===== src/rtl/mem_arbiter.sv =====
// mem_arbiter: arbitrates word fetches from IF and 1/2/4-byte loads/stores
// from MEM onto a byte-wide RAM port, one byte per cycle, little-endian.
// MEM has priority. The port that receives done is masked for that cycle,
// so a request still held high is not served twice.
//
// Ports
//   clk, rst            clock, asynchronous active-high reset
//   rdy                 global ready; low freezes the block
//   if_req/if_addr      fetch request (held until if_done)
//   if_flush            branch flush (used only with MEM_ARB_FLUSH_EN)
//   if_done/if_inst     one-cycle done pulse and fetched word
//   mem_req/we/len/addr/wdata   load/store request (held until mem_done)
//   mem_done/mem_rdata  one-cycle done pulse and zero-extended load data
//   ram_din             RAM read data for the address of the previous cycle
//   ram_dout/ram_a/ram_wr  RAM write data, address and write strobe
//
// Optional feature: define MEM_ARB_FLUSH_EN to let if_flush abort an
// in-flight fetch and mask if_req while idle.
module mem_arbiter (
    input  logic        clk,
    input  logic        rst,
    input  logic        rdy,
    input  logic        if_req,
    input  logic [31:0] if_addr,
    input  logic        if_flush,
    output logic        if_done,
    output logic [31:0] if_inst,
    input  logic        mem_req,
    input  logic        mem_we,
    input  logic [1:0]  mem_len,
    input  logic [31:0] mem_addr,
    input  logic [31:0] mem_wdata,
    output logic        mem_done,
    output logic [31:0] mem_rdata,
    input  logic [7:0]  ram_din,
    output logic [7:0]  ram_dout,
    output logic [31:0] ram_a,
    output logic        ram_wr
);

    localparam logic [1:0] S_IDLE = 2'd0;
    localparam logic [1:0] S_RD   = 2'd1;
    localparam logic [1:0] S_WR   = 2'd2;

    logic [1:0]  state;
    logic        port;       // 1 = MEM, 0 = IF
    logic [31:0] base;
    logic [2:0]  n;
    logic [2:0]  icnt;
    logic [2:0]  rcnt;
    logic [31:0] buf_q;
    logic [31:0] last_a;     // ram_a holds this when nothing is issued
    logic        prev_iss;   // a read address went out last cycle
    logic        stall_q;    // last cycle had rdy low

    logic [2:0]  icnt_eff;
    logic        issue;
    logic        capture;
    logic        last_cap;
    logic [31:0] buf_nxt;
    logic [31:0] a_cur;
    logic [2:0]  len_n;
    logic        mem_ok;
    logic        if_ok;
    logic        flush_hit;
    logic        if_blocked;

`ifdef MEM_ARB_FLUSH_EN
    assign flush_hit  = rdy && (state == S_RD) && !port && if_flush;
    assign if_blocked = if_flush;
`else
    logic flush_unused;
    assign flush_unused = if_flush;
    assign flush_hit    = 1'b0;
    assign if_blocked   = 1'b0;
`endif

    always_comb begin
        // After a stall the byte that was in flight is lost, so reads
        // restart from the first byte not yet captured.
        icnt_eff = (state == S_RD && stall_q) ? rcnt : icnt;
        issue    = rdy && (((state == S_RD) && (icnt_eff < n)) || (state == S_WR));
        capture  = rdy && (state == S_RD) && prev_iss;
        last_cap = capture && (rcnt + 3'd1 == n);
        buf_nxt  = buf_q | ({24'h0, ram_din} << {rcnt[1:0], 3'b000});
        a_cur    = base + {29'h0, icnt_eff};
        len_n    = (mem_len == 2'd0) ? 3'd1 : (mem_len == 2'd1) ? 3'd2 : 3'd4;
        mem_ok   = mem_req && !mem_done;
        if_ok    = if_req && !if_done && !if_blocked;
    end

    assign ram_a    = issue ? a_cur : last_a;
    assign ram_wr   = issue && (state == S_WR);
    assign ram_dout = ram_wr ? mem_wdata[{icnt[1:0], 3'b000} +: 8] : 8'h00;

    always_ff @(posedge clk or posedge rst) begin
        if (rst) begin
            state     <= S_IDLE;
            port      <= 1'b0;
            base      <= '0;
            n         <= '0;
            icnt      <= '0;
            rcnt      <= '0;
            buf_q     <= '0;
            last_a    <= '0;
            prev_iss  <= 1'b0;
            stall_q   <= 1'b0;
            if_done   <= 1'b0;
            if_inst   <= '0;
            mem_done  <= 1'b0;
            mem_rdata <= '0;
        end else begin
            stall_q  <= !rdy;
            prev_iss <= issue && (state == S_RD);
            if (issue) last_a <= a_cur;
            if (rdy) begin
                if_done  <= 1'b0;
                mem_done <= 1'b0;
                case (state)
                    S_IDLE: begin
                        if (mem_ok) begin
                            port  <= 1'b1;
                            base  <= mem_addr;
                            n     <= len_n;
                            icnt  <= '0;
                            rcnt  <= '0;
                            buf_q <= '0;
                            state <= mem_we ? S_WR : S_RD;
                        end else if (if_ok) begin
                            port  <= 1'b0;
                            base  <= if_addr;
                            n     <= 3'd4;
                            icnt  <= '0;
                            rcnt  <= '0;
                            buf_q <= '0;
                            state <= S_RD;
                        end
                    end
                    S_RD: begin
                        if (flush_hit) begin
                            state <= S_IDLE;
                        end else begin
                            icnt <= issue ? icnt_eff + 3'd1 : icnt_eff;
                            if (capture) begin
                                buf_q <= buf_nxt;
                                rcnt  <= rcnt + 3'd1;
                            end
                            if (last_cap) begin
                                state <= S_IDLE;
                                if (port) begin
                                    mem_done  <= 1'b1;
                                    mem_rdata <= buf_nxt;
                                end else begin
                                    if_done <= 1'b1;
                                    if_inst <= buf_nxt;
                                end
                            end
                        end
                    end
                    S_WR: begin
                        icnt <= icnt + 3'd1;
                        if (icnt + 3'd1 == n) begin
                            state    <= S_IDLE;
                            mem_done <= 1'b1;
                        end
                    end
                    default: state <= S_IDLE;
                endcase
            end
        end
    end

endmodule


===== config.mk =====
export PLATFORM = sky130hd
export DESIGN_NAME = mem_arbiter
export DESIGN_NICKNAME = d
export VERILOG_FILES = /design/src/rtl/mem_arbiter.sv
export SDC_FILE = /design/constraint.sdc
export NUM_CORES = 1
export LEC_CHECK = 0
export ABC_CLOCK_PERIOD_IN_PS = 5100
export BUFFER_PORTS_ARGS = -buffer_cell sky130_fd_sc_hd__buf_2
export CELL_PAD_IN_SITES_DETAIL_PLACEMENT = 1
export CELL_PAD_IN_SITES_GLOBAL_PLACEMENT = 1
export CORE_UTILIZATION = 30
export DETAILED_ROUTE_END_ITERATION = 6
export HOLD_SLACK_MARGIN = 0.05
export PLACE_DENSITY = 0.63
export SYNTH_ARGS = -nofsm -noshare
export SYNTH_HDL_FRONTEND = slang
export SYNTH_SLANG_ARGS = --single-unit

===== constraint.sdc =====
create_clock -name clk -period 5.1 [get_ports clk]
set_input_delay 0.51 -clock clk [delete_from_list [all_inputs] [get_ports clk]]
set_output_delay 0.51 -clock clk [all_outputs]
set_load 0.1 [all_outputs]

==> out/summary.md <==
### Clock tree
- **TritonCTS sink count** 176
- **buffers inserted by post-CTS timing repair** 0
- **clock root buffer** clkbuf_16
- **Clk Latency, worst-skew pair** 430 ps
- **largest buffer count on any clock path** 2
- **Worst-path clk slew** 60 ps
- **number of buffers inserted during clock tree synthesis** 17
- **number of levels the H-tree was split into** 4
- **Gates resized, CTS repair** 0
- **Hold-fix buffers, CTS** 0
- **CTS tree** done

### Global route
- **antenna violations before repair** 2
- **via count of the first global-routing pass** 6,712
- **largest net degree at the start of global routing** 177
- **total global-route track usage** 16.24%
- **remaining global-route overflow** 0
- **global-route wire length before repair** 36,270 µm

### Critical path
- **critical path capture point type** output pin
- **startpoint-to-endpoint class of the critical path** reg -> out
- **cells traversed along the worst timing path** inv_1 > ha_1 > nand2_1 > mux2_2 > ha_1 > and3b_1 > nand3_1 > o21ai_4 > buf_12 > nor2_1 > a21oi_1 > buf_2
- **maximum fanout encountered on the critical timing path** 39
- **Slowest Stage Delay on Critical Path** 650 ps
- **dominant cell type by count on the critical path** ha_1
- **required arrival time at the worst endpoint** 4590 ps
- **reg-to-reg endpoint** last_a[24]
- **setup slack of the most critical reg-to-reg path** 2050 ps
- **launching element type of the critical path** register
- **family with the most delay on the worst path** compound AO/OA/AOI/OAI gates
- **Data arrival, critical path** 3830 ps
- **critical path buffer and inverter count** 3
- **CP max stage cell** o21ai_4
- **startpoint of the lowest-slack register-to-register path** state[1]
- **worst setup path endpoint** ram_a[19]
- **FF-to-FF path depth** 11
- **logic depth of the worst setup path including buffers** 12
- **start point of the critical path** state[1]

### Floorplan
- **row count** 60
- **die height** 167.6 µm
- **Chip Width** 167.6 µm
- **starting density of the core** 30.54%
- **Ports** 220
- **Floorplan Core Area** 26,950 µm²
- **die area** 28,100 µm²

### STA
- **transition time at the pin with the least slew margin** 958.1 ps
- **setup violators final** 0
- **number of endpoints with negative hold slack in the final report** 0
- **share of the clock period used by the worst path after layout** 85.13%
- **max-slew violation count** 0
- **setup repair after global routing missed its margin** no
- **setup ws final** 758.4 ps
- **post-route minimum period** 4342 ps
- **Setup TNS** 0 ps
- **Fmax achieved** 0.2303 GHz
- **clock skew after layout** 14.68 ps
- **worst slew margin relative to its limit** 36.13%

### Yosys
- **Synth cell types** 51
- **Synth Register Bits** 176
- **yosys synthesis warning count** 0
- **synthesized area divided by synthesized cell count** 9.978 µm²
- **ys flop type** dfrtp_1
- **number of standard cells after synthesis** 825
- **Post-Syn Nets** 950
- **sequential-to-total area share from yosys stat** 53.50%
- **summed instance area of the synthesized netlist** 8232 µm²
- **number of enable flip-flop cells after synthesis** 0
- **share of async-settable or async-resettable flops after synthesis** 100.0%

### Power and ir drop
- **Pwr per Cell Area** 672.5 nW/µm²
- **Max IR drop VDD** 0.0005737 V
- **Static Leak** 4.957 nW

### Placement
- **worst slack at placement** 1124 ps
- **Buffers on Ports** 218
- **placed wire-length estimate after detailed placement** 15,780 µm
- **GPL Wtd Cong** 0.7263

### Run
- **max_cap viols** 0

### Routing
- **post-detailed-routing wire length** 22,210 µm
- **number of design-rule violations left by the first detailed-router iteration** 265
- **via count** 6,549
- **first-pass iteration count of the detailed router** 7
- **routed length per placed instance** 16.26 µm
- **via density per instance** 4.794
- **number of remaining DRC errors** 0
- **number of routed nets with antenna violations** 0

### Finish
- **layout overhead on the synthesized area** 23.42%
- **fraction of layout instances using a drive strength above 1** 28.03%
- **count of filler cells inserted in the layout** 3,144
- **nets@finish** 1,138

### Hold path
- **path type of the worst min-delay path** in -> reg

### Outcome
- **outcome** completed

-- sequential cells by signal, indices dropped and copies added, names as in the netlist, 2 cells and up --
| signal | count |
|---|---|
| base | 32 |
| buf_q | 32 |
| if_inst | 32 |
| last_a | 32 |
| mem_rdata | 32 |
| icnt | 3 |
| n | 3 |
| rcnt | 3 |
| state | 2 |
-- worst min path at each step --
stage | from | end | slack [ps] | depth (start not counted)
after CTS | mem_len[0] | n[1] | 320 | 2
after detailed placement | mem_rdata[26] | mem_rdata[26] | 470 | 2
final | mem_len[0] | n[1] | 340 | 2
after global routing | mem_len[0] | n[1] | 340 | 2
after floorplan | base[30] | base[30] | 450 | 2
after global placement | mem_rdata[26] | mem_rdata[26] | 460 | 2
-- layer usage --
layer  part of all wire [%]  vias to the layer above  global-route usage, %
met2                     47                      157                  26.74
met4                    1.0                        2                  4.348
li1                       -                     3222                      -
met1                     47                     3149                  21.75
met3                    4.2                       19                  3.191
met5                  0.059                        -                      0
-- worst register-to-register path, delay by kind of cell (launching register included) --
family / cells / cell delay [ps]
AND/OR/NAND/NOR: 3 / 1000
adder cells (fa/ha/maj): 3 / 640
flip-flops: 1 / 380
multiplexers: 1 / 340
XOR/XNOR: 1 / 260
AO/OA/AOI/OAI: 2 / 210
buffers and inverters: 1 / 100
-- synth_stat cells, types with 4 or more instances --
library cell / count / area (µm²)
a21oi_1: 128 / 640.6
a21oi_2: 4 / 35.03
a22o_1: 5 / 43.79
and2_1: 12 / 75.07
and3_1: 7 / 43.79
buf_2: 38 / 190.2
clkbuf_1: 14 / 52.55
dfrtp_1: 176 / 4404
ha_1: 11 / 137.6
inv_1: 12 / 45.04
mux2_2: 4 / 45.04
mux2i_1: 35 / 350.3
mux4_2: 8 / 180.2
nand2_1: 81 / 304.0
nand3_1: 16 / 80.08
nand4_1: 16 / 100.1
nor2_1: 99 / 371.6
nor2b_1: 8 / 50.05
nor3_1: 4 / 20.02
o21ai_0: 51 / 255.2
o21ai_1: 19 / 95.09
xnor2_1: 15 / 131.4
xor2_1: 22 / 192.7
-- power by group --
group	leakage [nW]	internal [mW]	switching, mW
Clock	0.256	0.697	0.574
Combinational	2.40	0.682	2.80
Sequential	2.30	1.78	0.298
-- cell families (layout without fill, tap and decap cells) --
logic type / count (synthesis) / in the layout / synth area share [%]
multiplexers: 50 / 50 / 7.402
flip-flops: 176 / 176 / 53.50
AND/OR/NAND/NOR: 259 / 259 / 14.61
adder cells (fa/ha/maj): 12 / 12 / 1.915
XOR/XNOR: 38 / 38 / 4.210
AO/OA/AOI/OAI: 220 / 220 / 14.46
other: 0 / 1 / 0
buffers and inverters: 70 / 269 / 3.906
-- per-stage QoR --
step	hold slack, ps	total power, mW	instance area [µm²]	utilization (%)	cells
global placement	459.3	5.572	9598	35.61	1335
finish	340.4	6.832	10160	37.70	1366
global route	339.9	7.195	10160	37.69	1365
floorplan	449.8	4.947	8235	-	825
CTS	317.3	6.922	10160	37.69	1365
detailed placement	471.1	5.625	9598	35.61	1335
-- layout make-up --
class | count | area (µm²) | area share, %
Sequential cell | 176 | 4404 | 43.35
Inverter | 12 | 48.80 | 0.4803
Multi-Input combinational cell | 579 | 3535 | 34.79
Antenna cell | 1 | 2.502 | 0.02463
Tap cell | 341 | 426.7 | 4.200
Clock inverter | 11 | 106.4 | 1.047
Clock buffer | 19 | 452.9 | 4.458
Timing Repair Buffer | 227 | 1184 | 11.65
-- layout by cell type, fill, tap and decap left out, drive strengths merged, types with 3 or more instances in the layout --
master	count
a21oi	132
a22o	5
and2	12
and3	7
and4	3
buf	227
clkbuf	19
clkinvlp	7
dfrtp	176
ha	11
inv	14
mux2	7
mux2i	35
mux4	8
nand2	81
nand3	17
nand4	17
nor2	99
nor2b	8
nor3	5
nor4	3
o21ai	71
xnor2	15
xor2	22
Power figures use the tool's default switching activity.
